===== config.mk =====
export PLATFORM = sky130hd
export DESIGN_NAME = uart_tx_fifo
export DESIGN_NICKNAME = d
export VERILOG_FILES = /design/src/rtl/uart_tx_fifo.sv
export SDC_FILE = /design/constraint.sdc
export NUM_CORES = 1
export LEC_CHECK = 0
export CAP_MARGIN = 20
export CORE_UTILIZATION = 42
export CTS_CLUSTER_SIZE = 12
export DETAILED_ROUTE_END_ITERATION = 7
export GPL_ROUTABILITY_DRIVEN = 0
export PLACE_DENSITY = 0.67
export SKIP_LAST_GASP = 1
export SYNTH_ARGS = -nofsm -noshare
export SYNTH_HDL_FRONTEND = slang
export SYNTH_SLANG_ARGS = --single-unit

===== constraint.sdc =====
create_clock -name clk -period 7.6 [get_ports clk]
set_input_delay 0.76 -clock clk [delete_from_list [all_inputs] [get_ports clk]]
set_output_delay 0.76 -clock clk [all_outputs]
set_load 0.1 [all_outputs]

===== src/rtl/uart_tx_fifo.sv =====
// 8N1 UART transmitter fed from a DEPTH x 8 FIFO; frames are sent back to back
// while data is queued, with an 8x oversample tick setting the bit time.
module uart_tx_fifo #(
  parameter int unsigned CLK_FREQ = 100_000_000,
  parameter int unsigned BAUD     = 9600,
  parameter int unsigned DEPTH    = 16
) (
  input  logic       clk,
  input  logic       rst,
  input  logic       push,
  input  logic [7:0] push_data,
  output logic       tx,
  output logic       full,
  output logic       empty,
  output logic       tx_busy,
  output logic       tx_done
);

  localparam int unsigned DATA_W     = 8;
  localparam int unsigned BAUD_COUNT = CLK_FREQ / (BAUD * 8);
  localparam int unsigned CNT_W      = (BAUD_COUNT > 1) ? $clog2(BAUD_COUNT) : 1;
  localparam int unsigned PTR_W      = (DEPTH > 1) ? $clog2(DEPTH) : 1;
  localparam int unsigned LVL_W      = PTR_W + 1;

  typedef enum logic [1:0] {
    S_IDLE  = 2'd0,
    S_START = 2'd1,
    S_DATA  = 2'd2,
    S_STOP  = 2'd3
  } state_e;

  state_e state_q, state_d;

  logic [CNT_W-1:0]  baud_cnt_q, baud_cnt_d;
  logic [2:0]        tick_cnt_q, tick_cnt_d;
  logic [2:0]        bit_idx_q, bit_idx_d;
  logic [DATA_W-1:0] shift_q, shift_d;
  logic              tx_q, tx_d;
  logic              busy_q, busy_d;
  logic              done_q, done_d;

  logic [DATA_W-1:0] mem_q [DEPTH];
  logic [PTR_W-1:0]  wr_ptr_q, wr_ptr_d;
  logic [PTR_W-1:0]  rd_ptr_q, rd_ptr_d;
  logic [LVL_W-1:0]  level_q, level_d;
  logic              full_q, full_d;
  logic              empty_q, empty_d;

  logic tick_c;
  logic bit_end_c;
  logic pop_c;
  logic push_ok_c;

  // Oversample tick: counter parked at zero while idle, free-running otherwise
  always_comb begin
    tick_c     = (state_q != S_IDLE) && (baud_cnt_q == CNT_W'(BAUD_COUNT - 1));
    bit_end_c  = tick_c && (tick_cnt_q == 3'd7);
    baud_cnt_d = baud_cnt_q;
    tick_cnt_d = tick_cnt_q;
    if (state_q == S_IDLE) begin
      baud_cnt_d = '0;
      tick_cnt_d = '0;
    end else if (tick_c) begin
      baud_cnt_d = '0;
      tick_cnt_d = tick_cnt_q + 3'd1;
    end else begin
      baud_cnt_d = baud_cnt_q + CNT_W'(1);
    end
  end

  // State register
  always_ff @(posedge clk or posedge rst) begin
    if (rst) begin
      state_q <= S_IDLE;
    end else begin
      state_q <= state_d;
    end
  end

  // Next-state and frame datapath; pops only ever happen with empty low
  always_comb begin
    state_d   = state_q;
    bit_idx_d = bit_idx_q;
    shift_d   = shift_q;
    pop_c     = 1'b0;
    case (state_q)
      S_IDLE: begin
        if (!empty_q) begin
          pop_c   = 1'b1;
          shift_d = mem_q[rd_ptr_q];
          state_d = S_START;
        end
      end
      S_START: begin
        if (bit_end_c) begin
          state_d   = S_DATA;
          bit_idx_d = '0;
        end
      end
      S_DATA: begin
        if (bit_end_c) begin
          shift_d = shift_q >> 1;
          if (bit_idx_q == 3'd7) begin
            state_d = S_STOP;
          end else begin
            bit_idx_d = bit_idx_q + 3'd1;
          end
        end
      end
      S_STOP: begin
        if (bit_end_c) begin
          if (!empty_q) begin
            pop_c   = 1'b1;
            shift_d = mem_q[rd_ptr_q];
            state_d = S_START;
          end else begin
            state_d = S_IDLE;
          end
        end
      end
      default: begin
        state_d = S_IDLE;
      end
    endcase
  end

  // Output decode from the next state so tx changes on the transition edge
  always_comb begin
    tx_d   = 1'b1;
    busy_d = (state_d != S_IDLE);
    done_d = (state_q == S_STOP) && bit_end_c;
    case (state_d)
      S_START: tx_d = 1'b0;
      S_DATA:  tx_d = shift_d[0];
      default: tx_d = 1'b1;
    endcase
  end

  // FIFO bookkeeping; a push when full is accepted only alongside a pop
  always_comb begin
    push_ok_c = push && (!full_q || pop_c);
    wr_ptr_d  = push_ok_c ? (wr_ptr_q + PTR_W'(1)) : wr_ptr_q;
    rd_ptr_d  = pop_c ? (rd_ptr_q + PTR_W'(1)) : rd_ptr_q;
    level_d   = level_q + LVL_W'(push_ok_c) - LVL_W'(pop_c);
    full_d    = (level_d == LVL_W'(DEPTH));
    empty_d   = (level_d == '0);
  end

  always_ff @(posedge clk) begin
    if (push_ok_c) begin
      mem_q[wr_ptr_q] <= push_data;
    end
  end

  always_ff @(posedge clk or posedge rst) begin
    if (rst) begin
      baud_cnt_q <= '0;
      tick_cnt_q <= '0;
      bit_idx_q  <= '0;
      shift_q    <= '0;
      tx_q       <= 1'b1;
      busy_q     <= 1'b0;
      done_q     <= 1'b0;
      wr_ptr_q   <= '0;
      rd_ptr_q   <= '0;
      level_q    <= '0;
      full_q     <= 1'b0;
      empty_q    <= 1'b1;
    end else begin
      baud_cnt_q <= baud_cnt_d;
      tick_cnt_q <= tick_cnt_d;
      bit_idx_q  <= bit_idx_d;
      shift_q    <= shift_d;
      tx_q       <= tx_d;
      busy_q     <= busy_d;
      done_q     <= done_d;
      wr_ptr_q   <= wr_ptr_d;
      rd_ptr_q   <= rd_ptr_d;
      level_q    <= level_d;
      full_q     <= full_d;
      empty_q    <= empty_d;
    end
  end

  assign tx      = tx_q;
  assign tx_busy = busy_q;
  assign tx_done = done_q;
  assign full    = full_q;
  assign empty   = empty_q;

endmodule


Word-level counts from Yosys, hierarchy flattened
Memory sizes are Yosys's and may differ from the RTL's.
Cells that the tools add are included.

word-level totals
  register bits = 45
  memory bits (writable) = 128
  bits of input ports = 11
  output and inout bits = 5
  word-level logic and storage cells = 75
  memories kept = 1

memories
  name   words  bits a word  read ports  clocked after Yosys merged registers in  write ports  RTL line  RTL
  mem_q  16     8            1           0                                        1            42        logic [DATA_W-1:0] mem_q [DEPTH];

operators by class
  add/sub/neg operators = 7
  eq/ne operators = 13
  mux-type cells = 25
  reduce and logical (&&, ||, !) cells = 15

operators with widths
  cell                                                              number
  8-bit 2-to-1 mux                                                  3
  8-bit one-hot mux with 3 select lines                             1
  11-bit 2-to-1 mux                                                 2
  3-bit 2-to-1 mux                                                  5
  11-bit by 1-bit adder with 11-bit output (second input constant)  1
  11-bit == test (second input constant)                            1
  2-bit 2-to-1 mux                                                  5
  4-bit by 1-bit adder with 4-bit output (second input constant)    2
  2-bit inequality test (second input constant)                     4
  2-bit one-hot mux with 4 select lines                             1
  2-bit nonzero test                                                4
  3-bit by 1-bit adder with 3-bit output (second input constant)    2
  2-bit == test (second input constant)                             3
  3-bit == test (second input constant)                             2
  3-bit one-hot mux with 2 select lines                             1
  5-bit by 1-bit adder with 5-bit output                            1
  5-bit == test (second input constant)                             1
  5-bit zero test                                                   1
  1-bit 2-to-1 mux                                                  5
  5-bit by 1-bit subtractor with 5-bit output                       1
  2-bit by 1-bit == test with 1-bit output (second input constant)  2
  1-bit logical AND                                                 4
  1-bit one-hot mux with 2 select lines                             2
  4-bit AND reduction                                               1
  other kinds (5)                                                   5

Depth between registers and ports, before layout
  depth after elaboration = 10
  depth in mapped cells = 17

Worst setup path before layout
No wires, ideal clock.

  kind = reg-to-reg
  start = register baud_cnt_q[6]
  end = register full_q, in the netlist full
  setup time = 0.073 ns
  data arrival time = 3.674 ns
  required time = 7.527 ns
  slack = 3.853 ns
  cell stages (with the launch flop) = 15
  buffers on the path = 1
  period minus slack after synthesis = 3.747 ns
  path through = dfrtp_1 or4b_1 buf_2 o41a_1 nor3_4 o21a_2 inv_2 ha_1 inv_1 ha_1 inv_1 fa_1 inv_1 or4_1 nor2b_1

on the way
  longest elaborated chain between the ends = 10

ends and longest elaborated chain
  item                                             RTL line  RTL
  start, declared                                  34        logic [CNT_W-1:0] baud_cnt_q, baud_cnt_d;
  start signal, assigned                           170       baud_cnt_q <= baud_cnt_d;
  11-bit == test (*)                               56        tick_c = (state_q != S_IDLE) && (baud_cnt_q == CNT_W'(BAUD_COUNT - 1));
  1-bit logical AND (*)                            56
  1-bit logical AND (*)                            57        bit_end_c = tick_c && (tick_cnt_q == 3'd7);
  1-bit 2-to-1 mux (*)                             111       if (bit_end_c) begin
  1-bit one-hot mux with 2 select lines (*)        86        case (state_q)
  net pop_c                                        51        logic pop_c;
  1-bit logical OR                                 141       push_ok_c = push && (!full_q || pop_c);
  1-bit logical AND                                141
  5-bit by 1-bit adder with 5-bit output           144       level_d = level_q + LVL_W'(push_ok_c) - LVL_W'(pop_c);
  5-bit by 1-bit subtractor with 5-bit output (*)  144
  net level_d[1]                                   45        logic [LVL_W-1:0] level_q, level_d;
  5-bit == test (*)                                145       full_d = (level_d == LVL_W'(DEPTH));
  net full_d                                       46        logic full_q, full_d;
  end signal, assigned                             180       full_q <= full_d;
  end, declared                                    46

Mark *: on every way through the listed nets, which the timed path passes. The rest lies on a longest branch.
A chain may end at the register's enable or synchronous reset.

Final worst setup path
Ends and elaborated chain as after synthesis.

==> run_results.csv <==
group,metric,value,unit
synthesis,synth_edf_count,128,
floorplanning,ios,16,
synthesis,synth_seq_cells,173,
drt,viasPerCell,5.377,
sta,max_freq,238.0,MHz
placement,io_buffers,15,
sta,tightest_slew,0.9641,ns
placement,place_area,0.007796,mm²
clock_tree,path_clk_slew,0.07,ns
global_routing,grt_pass1_vias,3788,
final_layout,drive_gt1_share,20.56,%
drt,drc,0,
sta,finalMaxSlewViolations,0,
drt,wl_per_cell,18.80,µm
clock_tree,htreeDepth,4,
setup_path,critPathLaunchType,"flop",
clock_tree,clk_path_buf_depth,2,
synthesis,syn_avg_cell_area,17.32,µm²
clock_tree,clock_latency,0.43,ns
sta,finalSetupViolCount,0,
floorplanning,die_h,134.5,µm
clock_tree,cts_inserted_buffers,17,
floorplanning,die-area,0.01810,mm²
synthesis,synth_area_leaders,"edfxtp_1, dfrtp_1, mux4_2",
clock_tree,cts_tree,"yes",
power,powerDensity,286.8,mW/mm²
floorplanning,fp.coreArea,0.01724,mm²
sta,fin_setup_tns,0,ns
drt,vias,3694,
placement,dp_hpwl,8464,µm
synthesis,synth_top_area_share,52.09,%
synthesis,ys.flop_type,"edfxtp_1",
worst_hold_path,hp-class,"flop to flop",
sta,rsz0062_at_grt,"false",
final_layout,final_cell_area,0.008401,mm²
synthesis,synthArstFlopShare,26.01,%
synthesis,syn_area,0.007378,mm²
sta,hold_violations,0,
setup_path,critPathMostFrequentCell,"inv_1",
global_routing,grt_overflow,0,
power,vdd_drop_max,0.0001704,V
clock_tree,post-cts-setup-buffers,0,
clock_tree,clockRootBuffer,"clkbuf_16",
flow_run,max_cap_violations,0,
drt,drtIter0Drc,271,
power,leakage,3.008,nW
synthesis,synth_commonest_cells,"edfxtp_1, dfrtp_1, mux4_2, nor2_1, ha_1",
sta,min_period_over_period,55.29,%
setup_path,cpLargestDelayFamily,"simple AND/OR/NAND/NOR gates",
power,total_power,2.409,mW
synthesis,yosysMostFrequentCell,"edfxtp_1",
clock_tree,ctsResizeCount,0,
clock_tree,holdBufCountCts,0,
outcome,status,"complete, no violations",
sta,slew_headroom,35.53,%
drt,drt_wl_total,12920,µm
sta,period_minus_slack,4.202,ns
synthesis,synth_seq_area_share,67.39,%
drt,firstDrtPassIters,4,
setup_path,crit_fanout,15,
clock_tree,clock-sinks,173,
setup_path,path_buf_inv,4,
synthesis,synth_nets,459,
final_layout,fin_cells,687,
final_layout,fillers,1394,
setup_path,critPathRequiredTime,7.96,ns
global_routing,grt_max_degree,46,
sta,skew,0.007159,ns
global_routing,grt_use_total,15.95,%
final_layout,syn2layout_area_growth,13.85,%
synthesis,yosys_warnings,0,
setup_path,endpoint_kind,"flop",
sta,holdWs,0.5053,ns
floorplanning,die_x,134.5,µm
drt,antenna_left,0,
final_layout,fin_nets,482,
setup_path,arrival,4.56,ns
synthesis,netlist_instances,426,
setup_path,critPathSlowestCell,"or4b_1",
setup_path,slowest_delay,0.64,ns
final_layout,diodes,0,
synthesis,synth_cell_type_count,53,
synthesis,yosysTopAreaCell,"edfxtp_1",
global_routing,antenna_found_initial,0,
floorplanning,initial_core_util,42.81,%
floorplanning,rows,48,
setup_path,crit_chain,"or4b_1 -> o41a_1 -> nor3_4 -> o21a_2 -> inv_2 -> ha_1 -> inv_1 -> ha_1 -> inv_1 -> fa_1 -> inv_1 -> or4_1 -> nor2b_1",
placement,place_inst,655,
global_routing,grt_pass1_wl,20930,µm
setup_path,worst-setup-path-type,"flop to flop",
-- tightest hold or removal path, stage by stage (launching register included) --
cell	delay [ns]
dfrtp_1	0.36
nand2_1	0.05
o21ai_1	0.06
-- where the power goes --
part	total [mW]	leakage (nW)	internal [mW]	switching, mW
sequential	1.19	1.71	1.13	0.0630
combinational	0.341	0.999	0.140	0.202
clock	0.878	0.296	0.496	0.381
total	2.41	3.01	1.76	0.646
-- kinds of logic after synthesis --
| logic type | after synthesis | synth area share [%] |
|---|---|---|
| AND/OR/NAND/NOR | 95 | 7.902 |
| multiplexers | 45 | 12.77 |
| flip-flops | 173 | 67.39 |
| buffers and inverters | 38 | 2.137 |
| XOR/XNOR | 20 | 2.374 |
| adder cells (fa/ha/maj) | 22 | 3.832 |
| AO/OA/AOI/OAI | 33 | 3.595 |
-- cells in the final DEF (no fill, tap or decap), drive strengths merged, types with 4 or more instances in the layout --
| cell | netlist | routed |
|---|---|---|
| nor2b | 8 | 8 |
| a22o | 4 | 4 |
| xnor2 | 14 | 14 |
| clkdlybuf4s50 | 0 | 15 |
| clkbuf | 10 | 17 |
| nand2b | 5 | 5 |
| and4b | 8 | 8 |
| o21ai | 5 | 5 |
| dfrtp | 43 | 43 |
| inv | 21 | 28 |
| ha | 21 | 21 |
| and3 | 4 | 4 |
| nor4b | 5 | 5 |
| and4 | 5 | 5 |
| nor2 | 25 | 25 |
| a21oi | 4 | 4 |
| buf | 7 | 6 |
| mux4 | 39 | 39 |
| xor2 | 6 | 6 |
| nand2 | 11 | 11 |
| a221o | 6 | 6 |
| nand3 | 9 | 9 |
| edfxtp | 128 | 128 |
| clkinv | 0 | 6 |
-- path summary, 6_finish.rpt --
| path | startpoint | endpoint | slack, ns | cells after the start |
|---|---|---|---|---|
| worst max-delay path | baud_cnt_q[6] | full | 3.40 | 13 |
| worst min-delay path | shift_q[7] | shift_q[7] | 0.51 | 2 |
| worst max register to register | baud_cnt_q[6] | full | 3.40 | 13 |
| worst min register to register | shift_q[7] | shift_q[7] | 0.51 | 2 |
| max in group asynchronous | rst | rd_ptr_q[0] | 6.10 | 2 |
| min in group asynchronous | rst | baud_cnt_q[2] | 0.86 | 2 |
-- layout make-up --
cell class / instances / area [µm²] / area share [%]
flip-flops and latches: 173 / 4974 / 59.20
inverters: 21 / 78.83 / 0.9383
clock buffers: 17 / 425.4 / 5.064
multi-input cells: 215 / 2267 / 26.99
repair buffers: 21 / 195.2 / 2.323
well taps: 225 / 281.5 / 3.351
clock inverters: 15 / 178.9 / 2.130
-- flip-flops by register name, summed over array words and instances, names as in the netlist --
| signal | count |
|---|---|
| baud_cnt_q | 11 |
| shift_q | 8 |
| tx_busy | 1 |
| wr_ptr_q | 4 |
| tx | 1 |
| level_q | 5 |
| mem_q | 128 |
| full | 1 |
| state_q | 2 |
| rd_ptr_q | 4 |
| tx_done | 1 |
| tick_cnt_q | 3 |
| empty | 1 |
| bit_idx_q | 3 |
-- metrics by stage --
stage / util [%] / setup WS, ns
finish: 48.74 / 3.398
global route: 48.74 / 3.150
CTS: 48.74 / 3.389
detailed placement: 45.23 / 3.418
global placement: 45.19 / 3.561
floorplan: - / 3.853
-- metal layers --
layer	wire (µm)	track usage (%)	vias to the layer above
li1	-	-	1718
met1	5811	21.04	1897
met2	6461	25.56	65
met3	472	4.054	14
met4	172	6.117	0
met5	0	0	-
(Power assumes the default switching activity.)
